## src/rtl/grid_access_arbiter_if.sv

```systemverilog
// Signal bundle between grid_access_arbiter and its users: display scan, game logic and grid RAM.
// The slave modport is the arbiter side; master is the surrounding system.
interface grid_access_arbiter_if #(
  parameter int ADDR_W = 10,
  parameter int DATA_W = 4
);
  logic              game_start;
  logic              busy_clear;
  logic              disp_req;
  logic [ADDR_W-1:0] disp_addr;
  logic [DATA_W-1:0] disp_data;
  logic              disp_valid;
  logic              disp_miss;
  logic              gm_req;
  logic              gm_we;
  logic [ADDR_W-1:0] gm_addr;
  logic [DATA_W-1:0] gm_wdata;
  logic              gm_ack;
  logic [DATA_W-1:0] gm_rdata;
  logic              gm_rvalid;
  logic              ram_en;
  logic              ram_we;
  logic [ADDR_W-1:0] ram_addr;
  logic [DATA_W-1:0] ram_wdata;
  logic [DATA_W-1:0] ram_rdata;

  modport slave (
    input  game_start, disp_req, disp_addr, gm_req, gm_we, gm_addr, gm_wdata, ram_rdata,
    output busy_clear, disp_data, disp_valid, disp_miss, gm_ack, gm_rdata, gm_rvalid,
           ram_en, ram_we, ram_addr, ram_wdata
  );

  modport master (
    output game_start, disp_req, disp_addr, gm_req, gm_we, gm_addr, gm_wdata, ram_rdata,
    input  busy_clear, disp_data, disp_valid, disp_miss, gm_ack, gm_rdata, gm_rvalid,
           ram_en, ram_we, ram_addr, ram_wdata
  );
endinterface

```

## src/rtl/grid_access_arbiter.sv

```systemverilog
// Single-port grid RAM arbiter: clear sequencer > starved game > display > game.
// Decision at N, RAM at N+1, read data at N+2, registered results at N+3.
module grid_access_arbiter #(
  parameter int ADDR_W     = 10,
  parameter int DATA_W     = 4,
  parameter int CELLS      = 768,
  parameter int CLEAR_VAL  = 0,
  parameter int STARVE_MAX = 1024
) (
  input logic                  clk,
  input logic                  rst,
  grid_access_arbiter_if.slave bus
);
  localparam int CNT_W = $clog2(STARVE_MAX + 1);
  localparam logic [0:0] S_IDLE  = 1'b0;
  localparam logic [0:0] S_CLEAR = 1'b1;
  localparam logic [1:0] K_RAM  = 2'd0;
  localparam logic [1:0] K_CLR  = 2'd1;
  localparam logic [1:0] K_OOR  = 2'd2;
  localparam logic [1:0] K_MISS = 2'd3;
  localparam logic [ADDR_W-1:0] LAST_ADDR = ADDR_W'(CELLS - 1);
  localparam logic [ADDR_W:0]   CELLS_W   = (ADDR_W + 1)'(CELLS);
  localparam logic [DATA_W-1:0] CLR_D     = DATA_W'(CLEAR_VAL);
  localparam logic [CNT_W-1:0]  WAIT_MAX  = CNT_W'(STARVE_MAX);

  logic [0:0]        r_state;
  logic [ADDR_W-1:0] r_clr_cnt;
  logic [CNT_W-1:0]  r_wait;
  logic              r_ram_en, r_ram_we, r_gm_ack;
  logic [ADDR_W-1:0] r_ram_addr;
  logic [DATA_W-1:0] r_ram_wdata;
  logic              r_s1_dv, r_s2_dv, r_s1_grd, r_s2_grd, r_s1_goor, r_s2_goor;
  logic [1:0]        r_s1_dk, r_s2_dk;
  logic              r_disp_valid, r_disp_miss, r_gm_rvalid;
  logic [DATA_W-1:0] r_disp_data, r_gm_rdata;

  logic              w_clear, w_start, w_gm_ok, w_force, w_gm_gnt, w_disp_gnt;
  logic              w_disp_oor, w_gm_oor, w_en, w_we;
  logic [ADDR_W-1:0] w_addr;
  logic [DATA_W-1:0] w_wdata;
  logic [1:0]        w_dk;

  assign w_clear    = (r_state == S_CLEAR);
  assign w_start    = (r_state == S_IDLE) && bus.game_start;
  assign w_disp_oor = ({1'b0, bus.disp_addr} >= CELLS_W);
  assign w_gm_oor   = ({1'b0, bus.gm_addr} >= CELLS_W);
  // The cycle that launches a clear also holds off the game, so its request waits out the clear.
  assign w_gm_ok    = bus.gm_req && !r_gm_ack && !w_clear && !w_start;
  assign w_force    = w_gm_ok && (r_wait == WAIT_MAX);
  assign w_disp_gnt = bus.disp_req && !w_clear && !w_force;
  assign w_gm_gnt   = w_force || (w_gm_ok && !bus.disp_req);

  always_comb begin
    w_en    = 1'b0;
    w_we    = 1'b0;
    w_addr  = '0;
    w_wdata = '0;
    w_dk    = K_RAM;
    if (w_clear) begin
      w_en    = 1'b1;
      w_we    = 1'b1;
      w_addr  = r_clr_cnt;
      w_wdata = CLR_D;
    end else if (w_gm_gnt) begin
      w_en    = !w_gm_oor;
      w_we    = bus.gm_we && !w_gm_oor;
      w_addr  = bus.gm_addr;
      w_wdata = bus.gm_wdata;
    end else if (w_disp_gnt) begin
      w_en    = !w_disp_oor;
      w_addr  = bus.disp_addr;
    end
    if (w_clear)         w_dk = K_CLR;
    else if (w_force)    w_dk = K_MISS;
    else if (w_disp_oor) w_dk = K_OOR;
  end

  always_ff @(posedge clk) begin
    if (rst) begin
      r_state      <= S_IDLE;
      r_clr_cnt    <= '0;
      r_wait       <= '0;
      r_ram_en     <= 1'b0;
      r_ram_we     <= 1'b0;
      r_ram_addr   <= '0;
      r_ram_wdata  <= '0;
      r_gm_ack     <= 1'b0;
      r_s1_dv      <= 1'b0;
      r_s2_dv      <= 1'b0;
      r_s1_dk      <= K_RAM;
      r_s2_dk      <= K_RAM;
      r_s1_grd     <= 1'b0;
      r_s2_grd     <= 1'b0;
      r_s1_goor    <= 1'b0;
      r_s2_goor    <= 1'b0;
      r_disp_valid <= 1'b0;
      r_disp_miss  <= 1'b0;
      r_disp_data  <= '0;
      r_gm_rvalid  <= 1'b0;
      r_gm_rdata   <= '0;
    end else begin
      if (w_start) begin
        r_state   <= S_CLEAR;
        r_clr_cnt <= '0;
      end else if (w_clear) begin
        if (r_clr_cnt == LAST_ADDR) begin
          r_state   <= S_IDLE;
          r_clr_cnt <= '0;
        end else begin
          r_clr_cnt <= r_clr_cnt + ADDR_W'(1);
        end
      end

      if (w_gm_gnt || !bus.gm_req)
        r_wait <= '0;
      else if (!r_gm_ack && r_wait != WAIT_MAX)
        r_wait <= r_wait + CNT_W'(1);

      r_ram_en    <= w_en;
      r_ram_we    <= w_we;
      r_ram_addr  <= w_addr;
      r_ram_wdata <= w_wdata;
      r_gm_ack    <= w_gm_gnt;

      r_s1_dv   <= bus.disp_req;
      r_s1_dk   <= w_dk;
      r_s1_grd  <= w_gm_gnt && !bus.gm_we;
      r_s1_goor <= w_gm_oor;
      r_s2_dv   <= r_s1_dv;
      r_s2_dk   <= r_s1_dk;
      r_s2_grd  <= r_s1_grd;
      r_s2_goor <= r_s1_goor;

      r_disp_valid <= r_s2_dv;
      r_disp_miss  <= r_s2_dv && (r_s2_dk == K_MISS);
      if (r_s2_dv) begin
        case (r_s2_dk)
          K_RAM:   r_disp_data <= bus.ram_rdata;
          K_CLR:   r_disp_data <= CLR_D;
          K_OOR:   r_disp_data <= '0;
          default: r_disp_data <= r_disp_data;
        endcase
      end
      r_gm_rvalid <= r_s2_grd;
      if (r_s2_grd)
        r_gm_rdata <= r_s2_goor ? '0 : bus.ram_rdata;
    end
  end

  assign bus.busy_clear = (r_state == S_CLEAR);
  assign bus.ram_en     = r_ram_en;
  assign bus.ram_we     = r_ram_we;
  assign bus.ram_addr   = r_ram_addr;
  assign bus.ram_wdata  = r_ram_wdata;
  assign bus.gm_ack     = r_gm_ack;
  assign bus.gm_rdata   = r_gm_rdata;
  assign bus.gm_rvalid  = r_gm_rvalid;
  assign bus.disp_data  = r_disp_data;
  assign bus.disp_valid = r_disp_valid;
  assign bus.disp_miss  = r_disp_miss;
endmodule

```

## src/flat_wrapper.sv

```systemverilog
// flat-port wrapper written by rule: the top's interface ports become plain ports
module grid_access_arbiter_flat 
#(
  parameter int ADDR_W     = 10,
  parameter int DATA_W     = 4,
  parameter int CELLS      = 768,
  parameter int CLEAR_VAL  = 0,
  parameter int STARVE_MAX = 1024
)
  (clk, rst, bus_game_start, bus_disp_req, bus_disp_addr, bus_gm_req, bus_gm_we, bus_gm_addr, bus_gm_wdata, bus_ram_rdata, bus_busy_clear, bus_disp_data, bus_disp_valid, bus_disp_miss, bus_gm_ack, bus_gm_rdata, bus_gm_rvalid, bus_ram_en, bus_ram_we, bus_ram_addr, bus_ram_wdata);
  grid_access_arbiter_if #(.ADDR_W(ADDR_W), .DATA_W(DATA_W)) bus_i ();
  input logic clk;
  input logic rst;
  input wire logic [$bits(bus_i.game_start)-1:0] bus_game_start;
  input wire logic [$bits(bus_i.disp_req)-1:0] bus_disp_req;
  input wire logic [$bits(bus_i.disp_addr)-1:0] bus_disp_addr;
  input wire logic [$bits(bus_i.gm_req)-1:0] bus_gm_req;
  input wire logic [$bits(bus_i.gm_we)-1:0] bus_gm_we;
  input wire logic [$bits(bus_i.gm_addr)-1:0] bus_gm_addr;
  input wire logic [$bits(bus_i.gm_wdata)-1:0] bus_gm_wdata;
  input wire logic [$bits(bus_i.ram_rdata)-1:0] bus_ram_rdata;
  output wire logic [$bits(bus_i.busy_clear)-1:0] bus_busy_clear;
  output wire logic [$bits(bus_i.disp_data)-1:0] bus_disp_data;
  output wire logic [$bits(bus_i.disp_valid)-1:0] bus_disp_valid;
  output wire logic [$bits(bus_i.disp_miss)-1:0] bus_disp_miss;
  output wire logic [$bits(bus_i.gm_ack)-1:0] bus_gm_ack;
  output wire logic [$bits(bus_i.gm_rdata)-1:0] bus_gm_rdata;
  output wire logic [$bits(bus_i.gm_rvalid)-1:0] bus_gm_rvalid;
  output wire logic [$bits(bus_i.ram_en)-1:0] bus_ram_en;
  output wire logic [$bits(bus_i.ram_we)-1:0] bus_ram_we;
  output wire logic [$bits(bus_i.ram_addr)-1:0] bus_ram_addr;
  output wire logic [$bits(bus_i.ram_wdata)-1:0] bus_ram_wdata;
  assign bus_i.game_start = bus_game_start;
  assign bus_i.disp_req = bus_disp_req;
  assign bus_i.disp_addr = bus_disp_addr;
  assign bus_i.gm_req = bus_gm_req;
  assign bus_i.gm_we = bus_gm_we;
  assign bus_i.gm_addr = bus_gm_addr;
  assign bus_i.gm_wdata = bus_gm_wdata;
  assign bus_i.ram_rdata = bus_ram_rdata;
  assign bus_busy_clear = bus_i.busy_clear;
  assign bus_disp_data = bus_i.disp_data;
  assign bus_disp_valid = bus_i.disp_valid;
  assign bus_disp_miss = bus_i.disp_miss;
  assign bus_gm_ack = bus_i.gm_ack;
  assign bus_gm_rdata = bus_i.gm_rdata;
  assign bus_gm_rvalid = bus_i.gm_rvalid;
  assign bus_ram_en = bus_i.ram_en;
  assign bus_ram_we = bus_i.ram_we;
  assign bus_ram_addr = bus_i.ram_addr;
  assign bus_ram_wdata = bus_i.ram_wdata;
  grid_access_arbiter #(.ADDR_W(ADDR_W), .DATA_W(DATA_W), .CELLS(CELLS), .CLEAR_VAL(CLEAR_VAL), .STARVE_MAX(STARVE_MAX)) u_core (.clk(clk), .rst(rst), .bus(bus_i));
endmodule
```

## config.mk

```make
export PLATFORM = sky130hd
export DESIGN_NAME = grid_access_arbiter_flat
export DESIGN_NICKNAME = d
export VERILOG_FILES = /design/src/rtl/grid_access_arbiter_if.sv /design/src/rtl/grid_access_arbiter.sv /design/src/flat_wrapper.sv
export SDC_FILE = /design/constraint.sdc
export NUM_CORES = 1
export LEC_CHECK = 0
export CAP_MARGIN = 20
export CELL_PAD_IN_SITES_DETAIL_PLACEMENT = 0
export CELL_PAD_IN_SITES_GLOBAL_PLACEMENT = 1
export CORE_UTILIZATION = 32
export CTS_BUF_LIST = sky130_fd_sc_hd__clkbuf_4 sky130_fd_sc_hd__clkbuf_8
export DETAILED_ROUTE_END_ITERATION = 10
export PLACE_DENSITY = 0.67
export SETUP_SLACK_MARGIN = 0.2
export SLEW_MARGIN = 0
export SYNTH_ARGS = -nofsm -noshare
export SYNTH_HDL_FRONTEND = slang
export SYNTH_SLANG_ARGS = --single-unit
```

## constraint.sdc

```tcl
create_clock -name clk -period 5.2 [get_ports clk]
set_clock_uncertainty 0.15 [all_clocks]
set_input_delay 0.78 -clock clk [delete_from_list [all_inputs] [get_ports clk]]
set_output_delay 0.78 -clock clk [all_outputs]
set_load 0.02 [all_outputs]
```

Word level (Yosys, flattened, before mapping)
Cells that the tools add are included.
{"block": "totals", "ff_bits": 60, "latch_bits": 0, "ram_bits": 0, "mem_bits_ro": 0, "input_bits": 34, "output_inout_bits": 29, "wordCells": 82, "n_memories": 0}
{"block": "op_classes", "n_addsub": 2, "mul": 0, "div": 0, "order_cmp": 2, "eq_ne": 6, "shift": 0, "muxes": 17, "n_bitwise": 2, "reduce_logical": 31}
{"operator": "two-way mux 10 bit", "count": 4}
{"operator": "greater-or-equal comparator 10 bit, second input constant", "count": 2}
{"operator": "logical AND 1 bit", "count": 12}
{"operator": "adder 11 x 1 -> 11 bit, second input constant", "count": 1}
{"operator": "equality test 11 bit, second input constant", "count": 1}
{"operator": "inequality test 11 bit, second input constant", "count": 1}
{"operator": "adder 10 x 1 -> 10 bit, second input constant", "count": 1}
{"operator": "equality test 10 bit, second input constant", "count": 1}
{"operator": "logical NOT 1 bit", "count": 9}
{"operator": "two-way mux 1 bit", "count": 9}
{"operator": "case mux 4 bit (2 select lines)", "count": 1}
{"operator": "OR reduction 2 bit", "count": 4}
{"operator": "equality test 2 bit, second input constant", "count": 2}
{"operator": "two-way mux 2 bit", "count": 2}
{"operator": "two-way mux 4 bit", "count": 1}
{"operator": "OR reduction 3 bit", "count": 1}
{"operator": "equality test 2 x 1 -> 1 bit, second input constant", "count": 1}
{"operator": "logical NOT 2 bit", "count": 1}
{"operator": "logical OR 1 bit", "count": 2}
{"operator": "inverter 1 bit", "count": 2}
{"operator": "AND reduction 2 bit", "count": 1}
{"operator": "nonzero test 2 bit", "count": 1}

Logic depth before layout (Yosys ltp)
Gate-level depths: netlist (run 1).
{"block": "logic_depth", "depth_word": 10, "mapped_depth": 8}

Worst setup path after synthesis (run 1)
No wires, ideal clock.
{"block": "synth_timing", "path_type": "input-to-reg", "startpoint": "in bus_game_start", "endpoint": "reg u_core.r_ram_addr[5] (netlist: u_core.bus.ram_addr[5])", "t_arrival_ps": 1777, "path_slack_ps": 3151, "cell_stages": 5, "n_path_buf": 1, "cell_sequence": "nor4b_4 nand4_4 buf_6 and3_1 a221o_1"}
{"block": "synth_between", "elab_chain_cells": 9, "word_cells_on_any_way": 11, "cone_classes": "mux (3); reduce/logical (8)"}
{"item": "start, declared", "line_no": "flat_wrapper.sv:14", "rtl": "input wire logic [$bits(bus_i.game_start)-1:0] bus_game_start;"}
{"item": "logical AND 1 bit (*)", "line_no": "grid_access_arbiter.sv:44", "rtl": "assign w_start = (r_state == S_IDLE) && bus.game_start;"}
{"item": "logical NOT 1 bit (*)", "line_no": "grid_access_arbiter.sv:48", "rtl": "assign w_gm_ok = bus.gm_req && !r_gm_ack && !w_clear && !w_start;"}
{"item": "logical AND 1 bit (*)", "line_no": "grid_access_arbiter.sv:48"}
{"item": "logical AND 1 bit", "line_no": "grid_access_arbiter.sv:49", "rtl": "assign w_force = w_gm_ok && (r_wait == WAIT_MAX);"}
{"item": "logical NOT 1 bit", "line_no": "grid_access_arbiter.sv:50", "rtl": "assign w_disp_gnt = bus.disp_req && !w_clear && !w_force;"}
{"item": "logical AND 1 bit", "line_no": "grid_access_arbiter.sv:50"}
{"item": "two-way mux 10 bit", "line_no": "grid_access_arbiter.sv:69", "rtl": "end else if (w_disp_gnt) begin"}
{"item": "two-way mux 10 bit (*)", "line_no": "grid_access_arbiter.sv:64", "rtl": "end else if (w_gm_gnt) begin"}
{"item": "two-way mux 10 bit (*)", "line_no": "grid_access_arbiter.sv:59", "rtl": "if (w_clear) begin"}
{"item": "end signal, assigned", "line_no": "grid_access_arbiter.sv:121", "rtl": "r_ram_addr <= w_addr;"}
{"item": "end, declared", "line_no": "grid_access_arbiter.sv:30", "rtl": "logic [ADDR_W-1:0] r_ram_addr;"}
Every way passes the cells marked *; elsewhere a longest branch is shown, timed or not.
A chain may end at the register's enable or synchronous reset.

==> results of run 1 <==
## routing by layer
metal / wire [µm] / up-vias / track usage [%]
met2: 2280 / 56 / 22.0
met3: 283 / 9 / 3.75
met1: 2680 / 890 / 19.7
met4: 117 / 0 / 9.09
li1: - / 1021 / -
met5: 0 / - / 0
## area by class of cell
| cell class | instances | area [µm²] |
|---|---|---|
| fillers | 717 | 3990 |
| flip-flops and latches | 60 | 1200 |
| clock buffers | 9 | 124 |
| inverters | 5 | 18.8 |
| clock inverters | 7 | 77.6 |
| repair buffers | 62 | 621 |
| well taps | 99 | 124 |
| multi-input cells | 178 | 1180 |
## kinds of logic after synthesis
family                     count (synthesis)  share of synthesized area [%]
xor gates and xnor gates                  12                           4.28
muxes                                      1                          0.408
and+or+nand+nor                          122                           29.0
AOI/OAI and AO/OA                         38                           11.7
adders and majority gates                  5                           2.55
DFF                                       60                           48.9
buffers and inverters                     17                           3.16
## where the power goes
part / switching [mW] / internal, mW / total [mW] / leakage (nW)
clock network: 0.194 / 0.223 / 0.417 / 0.0994
logic: 0.0374 / 0.0474 / 0.0849 / 0.647
registers: 0.00756 / 0.471 / 0.478 / 0.487
## registers in the layout, summed over array words and instances, names as in the netlist, 2 cells and up
signal	flops
u_core.r_wait	11
u_core.bus.ram_addr	10
u_core.r_clr_cnt	10
u_core.bus.disp_data	4
u_core.bus.gm_rdata	4
u_core.bus.ram_wdata	4
u_core.r_s1_dk	2
u_core.r_s2_dk	2
## worst paths after layout
path,slack [ns],start,end
worst max-delay path,2.41,rst,u_core.bus.ram_addr[9]
worst min-delay path,0.28,u_core.r_s1_dv,u_core.r_s2_dv
worst max register to register,3.07,u_core.bus.busy_clear,u_core.bus.ram_addr[9]
worst min register to register,0.28,u_core.r_s1_dv,u_core.r_s2_dv
## layout by cell type, fill, tap and decap left out, types with 2 or more instances in the layout
cell / netlist / layout
clkdlybuf4s50_1: 0 / 62
dfxtp_1: 60 / 60
nor2_1: 28 / 28
nand2_1: 19 / 19
a21oi_1: 14 / 14
nor2b_1: 12 / 12
a221o_1: 10 / 10
and3_1: 10 / 10
nand3_1: 10 / 10
and2_1: 9 / 9
clkbuf_8: 0 / 9
nand4_1: 6 / 6
xnor2_1: 6 / 6
xor2_1: 6 / 6
inv_1: 5 / 5
a31oi_1: 5 / 5
ha_1: 5 / 5
nand2b_1: 4 / 4
nor3_1: 4 / 4
nor3b_1: 4 / 4
clkinv_4: 0 / 4
or3_1: 3 / 3
nor4_4: 2 / 2
nand4b_1: 2 / 2
a21o_1: 2 / 2
and3b_1: 2 / 2
nand3b_1: 2 / 2
## through the flow
step / utilization, % / std cells / hold slack [ns] / instance area [µm²] / total power, mW
5_1_grt: 45.6 / 420 / 0.308 / 3340 / 1.02
3_3_place_gp: 42.8 / 404 / 0.275 / 3140 / 0.574
3_5_place_dp: 42.8 / 404 / 0.278 / 3140 / 0.574
4_1_cts: 45.6 / 420 / 0.288 / 3340 / 0.995
2_1_floorplan: - / 255 / 0.264 / 2450 / 0.526
6_report: 45.6 / 420 / 0.284 / 3340 / 0.980
==> flow_summary.toml, run 1 <==
[yosys]
synth.most_common_cell = "dfxtp_1"
async_flop_share_pct = 0
synth_top_area_share_pct = 48.9
syn_avg_cell_area_um2 = 9.63
yosysUniqueCellTypes = 42
synth_flop_cell = "dfxtp_1"
yosysSeqAreaShare_pct = 48.9
synth-seq-cells = 60
synth_area_leaders = "dfxtp_1, nor2_1, a221o_1"
synth_edf_count = 0
synth_warnings = 0
synth_top_cells_by_count = "dfxtp_1, nor2_1, nand2_1"
synth_nets = 294
synthCells = 255
synth_area_leader_cell = "dfxtp_1"
syn_area_um2 = 2450

[sta]
maxSlewHeadroom_pct = 41.1
setup-violations-final = 0
fmax_mhz = 358
rsz0062_at_grt = "no"
finalHoldViolations = 0
period_share_pct = 53.7
max_slew.worst_pin.slew_ns = 0.881
timing.final.crit_period_ns = 2.79
finalWorstSetupSlack_ns = 2.41
maxSlewViolCount = 0
setup_tns_ns = 0

[placement]
port_buffers = 62
place_ws_ns = 2.06
dpl.hpwl_um = 3770
place_congestion = 0.735

[clock_tree]
cts_setup_buffers = 0
cts_buffers = 9
tritoncts = "yes"
h-tree-depth = 3
clk_pin_slew_ns = 0.08
cts-root-buf = "clkbuf_8"
worstSkewPairLatency_ns = 0.34
ctsHoldBuffers = 0
cts_buffer_depth = 2
clkSinkCount = 60
ctsResizeCount = 0

[hold_path]
hold_path_class = "flop to flop"
whs_path_depth = 1

[critical_path]
cp_num_cells = 5
cp_slowest_cell = "clkdlybuf4s50_1"
worst-setup-path-type = "input pin to flop"
path_delay_family = "buffers and inverters"
cp.buffers_inverters = 1
path_cells = "clkdlybuf4s50_1 -> nor2_1 -> and2_1 -> and3_1 -> a221o_1"
cp.arrival_ns = 2.86
critPathCaptureType = "flop"
slowest_delay_ns = 1.05
r2r_cells = 3
cp_data_required_time_ns = 5.27
startpoint_type = "input pin"
path_max_fanout = 25

[route]
drtIter0Drc = 49
num_vias = 1976
wire_per_inst_um = 12.8
first_pass_iters = 4
ant_nets = 0
drc = 0
vias_per_cell = 4.70
routed_wl_um = 5360

[finish]
nNetsFinal = 355
antenna_cells = 0
drive_gt1_share_pct = 6.85
syn2layout_area_growth_pct = 36.1

[power]
power_density_nw_per_um2 = 293
ir_worst_vdd_uv = 115
leakage_nw = 1.23

[global_route]
grt-ovfl-total = 0
grt_pass1_wl_um = 8840
grt_pass1_vias = 1887
grt_use_total_pct = 15.0
grt_max_degree = 26
grt_antenna_before_repair = 0

[floorplan]
die_area_um2 = 8030
initial_utilization_pct = 33.5
die_w_um = 89.6
rows = 31
io_pins = 63
coreArea_um2 = 7330
die_y_um = 89.6

[outcome]
outcome = "complete, no violations"

[job]
drv_cap = 0
(Power assumes the default switching activity.)
==> run 2, diff against run 1 <==
==> constraint.sdc (replaced) <==
create_clock -name clk -period 2.6 [get_ports clk]
set_clock_uncertainty 0.15 [all_clocks]
set_input_delay 0.39 -clock clk [delete_from_list [all_inputs] [get_ports clk]]
set_output_delay 0.39 -clock clk [all_outputs]
set_load 0.02 [all_outputs]
==> flow_summary.toml, run 2 (synthesis results as in run 1) <==
[floorplan]
coreArea_um2 = 7330
die_area_um2 = 8030
die_y_um = 89.6
io_pins = 63
die_w_um = 89.6
initial_utilization_pct = 33.5
rows = 31

[critical_path]
path_cells = "clkdlybuf4s50_1"
cp_data_required_time_ns = 2.06
path_delay_family = "buffers and inverters"
cp.buffers_inverters = 1
worst-setup-path-type = "flop to output port"
critPathCaptureType = "output port"
slowest_delay_ns = 0.65
cp.arrival_ns = 1.43
path_max_fanout = 6
startpoint_type = "flop"
cp_slowest_cell = "clkdlybuf4s50_1"

[global_route]
grt_max_degree = 25
grt_use_total_pct = 15.0
grt_pass1_vias = 1863
grt-ovfl-total = 0
grt_pass1_wl_um = 8880
grt_antenna_before_repair = 0

[clock_tree]
tritoncts = "yes"
clkSinkCount = 60
h-tree-depth = 3
clk_pin_slew_ns = 0.06
ctsHoldBuffers = 0
cts_buffer_depth = 2
cts_setup_buffers = 0
ctsResizeCount = 0
cts_buffers = 9
worstSkewPairLatency_ns = 0.33
cts-root-buf = "clkbuf_8"

[power]
power_density_nw_per_um2 = 574
leakage_nw = 1.26
ir_worst_vdd_uv = 304

[route]
vias_per_cell = 4.79
drc = 0
num_vias = 2033
routed_wl_um = 5470
ant_nets = 0
wire_per_inst_um = 12.9
first_pass_iters = 4
drtIter0Drc = 96

[sta]
finalHoldViolations = 0
setup-violations-final = 0
max_slew.worst_pin.slew_ns = 0.364
rsz0062_at_grt = "no"
fmax_mhz = 506
period_share_pct = 76.0
maxSlewViolCount = 0
timing.final.crit_period_ns = 1.97
setup_tns_ns = 0
maxSlewHeadroom_pct = 75.8

[finish]
fill_cells = 710
antenna_cells = 0
syn2layout_area_growth_pct = 37.2
nNetsFinal = 360
top_register = "u_core.r_wait"
final_cell_mix = "clkdlybuf4s50_1, dfxtp_1, nor2_1"
postLayoutCellArea_um2 = 3370
final_common_cell = "clkdlybuf4s50_1"
instances_no_fill = 424
drive_gt1_share_pct = 8.00
multi_input_area_um2 = 1180
seq_area_um2 = 1200
largest_register_ff_count = 11

[hold_path]
hold_path_class = "flop to flop"

[placement]
port_buffers = 62
place_congestion = 0.778
postPlaceCellArea_um2 = 3180
dpl.hpwl_um = 3910
dp.cells = 409

[job]
drv_cap = 0

[outcome]
outcome = "complete, no violations"
-- run 2: area by class of cell --
| class | count | area share (%) |
|---|---|---|
| sequential | 60 | 35.7 |
| multi-input combinational | 178 | 34.9 |
| timing repair buffer | 67 | 19.5 |
| clock buffer | 10 | 4.09 |
| tap | 99 | 3.68 |
| clock inverter | 5 | 1.56 |
| inverter | 5 | 0.557 |
-- run 2: through the flow --
step                total power, mW  util, %  hold WS [ns]  worst slack [ns]
floorplan                      1.05        -         0.264             0.822
global placement               1.15     43.4         0.275             0.358
detailed placement             1.15     43.4         0.273             0.310
CTS                            1.97     45.9         0.284             0.597
global route                   2.02     45.9         0.305             0.544
finish                         1.93     45.9         0.284             0.625
-- run 2: routing by layer --
metal,vias up,wire length [µm],GRT usage (%)
li1,1031,-,-
met1,922,2580,20.0
met2,72,2340,22.0
met3,8,455,5.03
met4,0,102,6.49
met5,-,0,0
-- run 2: worst paths after layout --
check	start	to	slack, ns	cells past startpoint
max	u_core.bus.gm_ack	bus_gm_ack	0.63	1
min	u_core.r_s1_dk[0]	u_core.r_s2_dk[0]	0.28	1
max reg2reg	u_core.r_wait[0]	u_core.bus.ram_addr[4]	0.71	7
min reg2reg	u_core.r_s1_dk[0]	u_core.r_s2_dk[0]	0.28	1
-- run 2: report_power, final --
group	switching, mW	total [mW]	internal [mW]
clock	0.345	0.802	0.457
sequential	0.0124	0.954	0.942
combinational	0.0784	0.178	0.0992
==> run 3, diff against run 2 <==
--- a/config.mk
+++ b/config.mk
@@ -11,7 +11,7 @@
 export CORE_UTILIZATION = 32
 export CTS_BUF_LIST = sky130_fd_sc_hd__clkbuf_4 sky130_fd_sc_hd__clkbuf_8
 export DETAILED_ROUTE_END_ITERATION = 10
-export PLACE_DENSITY = 0.67
+export PLACE_DENSITY = 0.7
 export SETUP_SLACK_MARGIN = 0.2
 export SLEW_MARGIN = 0
 export SYNTH_ARGS = -nofsm -noshare
==> constraint.sdc (replaced) <==
create_clock -name clk -period 1.6 [get_ports clk]
set_clock_uncertainty 0.15 [all_clocks]
set_input_delay 0.24 -clock clk [delete_from_list [all_inputs] [get_ports clk]]
set_output_delay 0.24 -clock clk [all_outputs]
set_load 0.02 [all_outputs]
==> flow_summary.toml, run 3 (synthesis results as in run 1) <==
[outcome]
outcome = "finished, violations left"
violations = "setup timing"

[clock_tree]
worstSkewPairLatency_ns = 0.33
cts_buffer_depth = 2
tritoncts = "yes"
ctsHoldBuffers = 0
clk_pin_slew_ns = 0.07
cts-root-buf = "clkbuf_8"
h-tree-depth = 3
cts_buffers = 9
clkSinkCount = 60

[floorplan]
rows = 31
die_area_um2 = 8030
die_w_um = 89.6
initial_utilization_pct = 33.5
io_pins = 63
coreArea_um2 = 7330
die_y_um = 89.6

[critical_path]
path_cells = "nor4_4 -> buf_6 -> nand4_4 -> a21boi_4 -> buf_12 -> a221o_1"
critPathCaptureType = "flop"
startpoint_type = "flop"
cp.buffers_inverters = 2
cp_data_required_time_ns = 1.72
path_max_fanout = 10
path_delay_family = "simple AND/OR/NAND/NOR gates"
slowest_delay_ns = 0.36
cp.arrival_ns = 1.79
worst-setup-path-type = "flop to flop"
cp_slowest_cell = "dfxtp_4"

[route]
routed_wl_um = 5960
num_vias = 2179
first_pass_iters = 4
wire_per_inst_um = 12.8
vias_per_cell = 4.69
drc = 0
drtIter0Drc = 43
ant_nets = 0

[finish]
instances_no_fill = 465
top_register = "u_core.r_wait"
antenna_cells = 0
final_cell_mix = "dfxtp_1, buf_4, clkdlybuf4s50_1"
postLayoutCellArea_um2 = 3790
fill_cells = 672
final_common_cell = "dfxtp_1"
largest_register_ff_count = 11
syn2layout_area_growth_pct = 54.6
drive_gt1_share_pct = 33.6
nNetsFinal = 400

[placement]
place_ws_ns = -0.531
place_congestion = 0.778
postPlaceCellArea_um2 = 3490
dpl.hpwl_um = 4210
dp.cells = 439
port_buffers = 62

[sta]
finalWorstSetupSlack_ns = -0.0683
maxSlewHeadroom_pct = 67.6
finalHoldViolations = 0
maxSlewViolCount = 0
fmax_mhz = 599
rsz0062_at_grt = "yes"
fin_hold_ws_ns = 0.283
timing.final.crit_period_ns = 1.67
max_slew.worst_pin.slew_ns = 0.485
period_share_pct = 104
setup-violations-final = 22

[global_route]
grt_pass1_wl_um = 9540
grt_pass1_vias = 2046
grt-ovfl-total = 0
grt_antenna_before_repair = 0
grt_max_degree = 15
grt_use_total_pct = 16.2

[hold_path]
hold_path_class = "flop to flop"

[job]
drv_cap = 0

[power]
power_density_nw_per_um2 = 852
finalPower_mw = 3.23
leakage_nw = 1.55
ir_worst_vdd_uv = 343
==> run 3: cell types whose count changed in the layout (fill, tap and decap cells not counted), sizes merged <==
| cell | delta |
|---|---|
| nand4 | +1 |
| clkinvlp | -1 |
| dlygate4sd2 | +9 |
| clkbuf | +12 |
| inv | +3 |
| clkdlybuf4s15 | +6 |
| clkdlybuf4s50 | -30 |
| buf | +41 |
==> run 3: path summary, 6_finish.rpt <==
check / depth (start not counted) / start / endpoint / slack (ns)
min: 1 / u_core.r_s1_goor / u_core.r_s2_goor / 0.28
max: 6 / u_core.r_wait[5] / u_core.bus.ram_addr[0] / -0.07
min reg2reg: 1 / u_core.r_s1_goor / u_core.r_s2_goor / 0.28
max reg2reg: 6 / u_core.r_wait[5] / u_core.bus.ram_addr[0] / -0.07
==> run 3: cell type report <==
cell class | count | area [µm²] | share of cell area [%]
clock inverters | 7 | 73.8 | 1.95
flip-flops and latches | 60 | 1230 | 32.4
clock buffers | 9 | 124 | 3.26
multi-input cells | 179 | 1300 | 34.4
inverters | 5 | 18.8 | 0.495
well taps | 99 | 124 | 3.26
repair buffers | 106 | 921 | 24.3
==> run 3: report_power, final <==
part / internal (mW) / total (mW) / switching, mW
registers: 1.53 / 1.54 / 0.0156
clock network: 0.728 / 1.35 / 0.627
logic: 0.186 / 0.337 / 0.150
==> run 3: stage by stage <==
stage / TNS (ns) / util [%]
finish: -0.911 / 51.8
global route: -3.71 / 51.8
CTS: -0.966 / 51.1
detailed placement: -14.78 / 47.6
global placement: -13.42 / 47.6
floorplan: -0.438 / -
==> run 3: layer usage <==
layer  track usage [%]  vias to the layer above  wire length [µm]
li1                  -                     1118                 -
met1              18.9                      990              2560
met2              27.9                       62              3020
met3              4.02                        9               303
met4              7.65                        0                71
met5                 0                        -                 0
==> run 3: what timing repair did <==
action / 4_1_cts / 5_1_grt
gates resized for setup: 53 / 49
pin swaps: 10 / 9
endpoints found under the hold margin: 0 / 0
setup buffers: 6 / 3
gates cloned: 1 / 0
endpoints found under the setup margin: 71 / 66
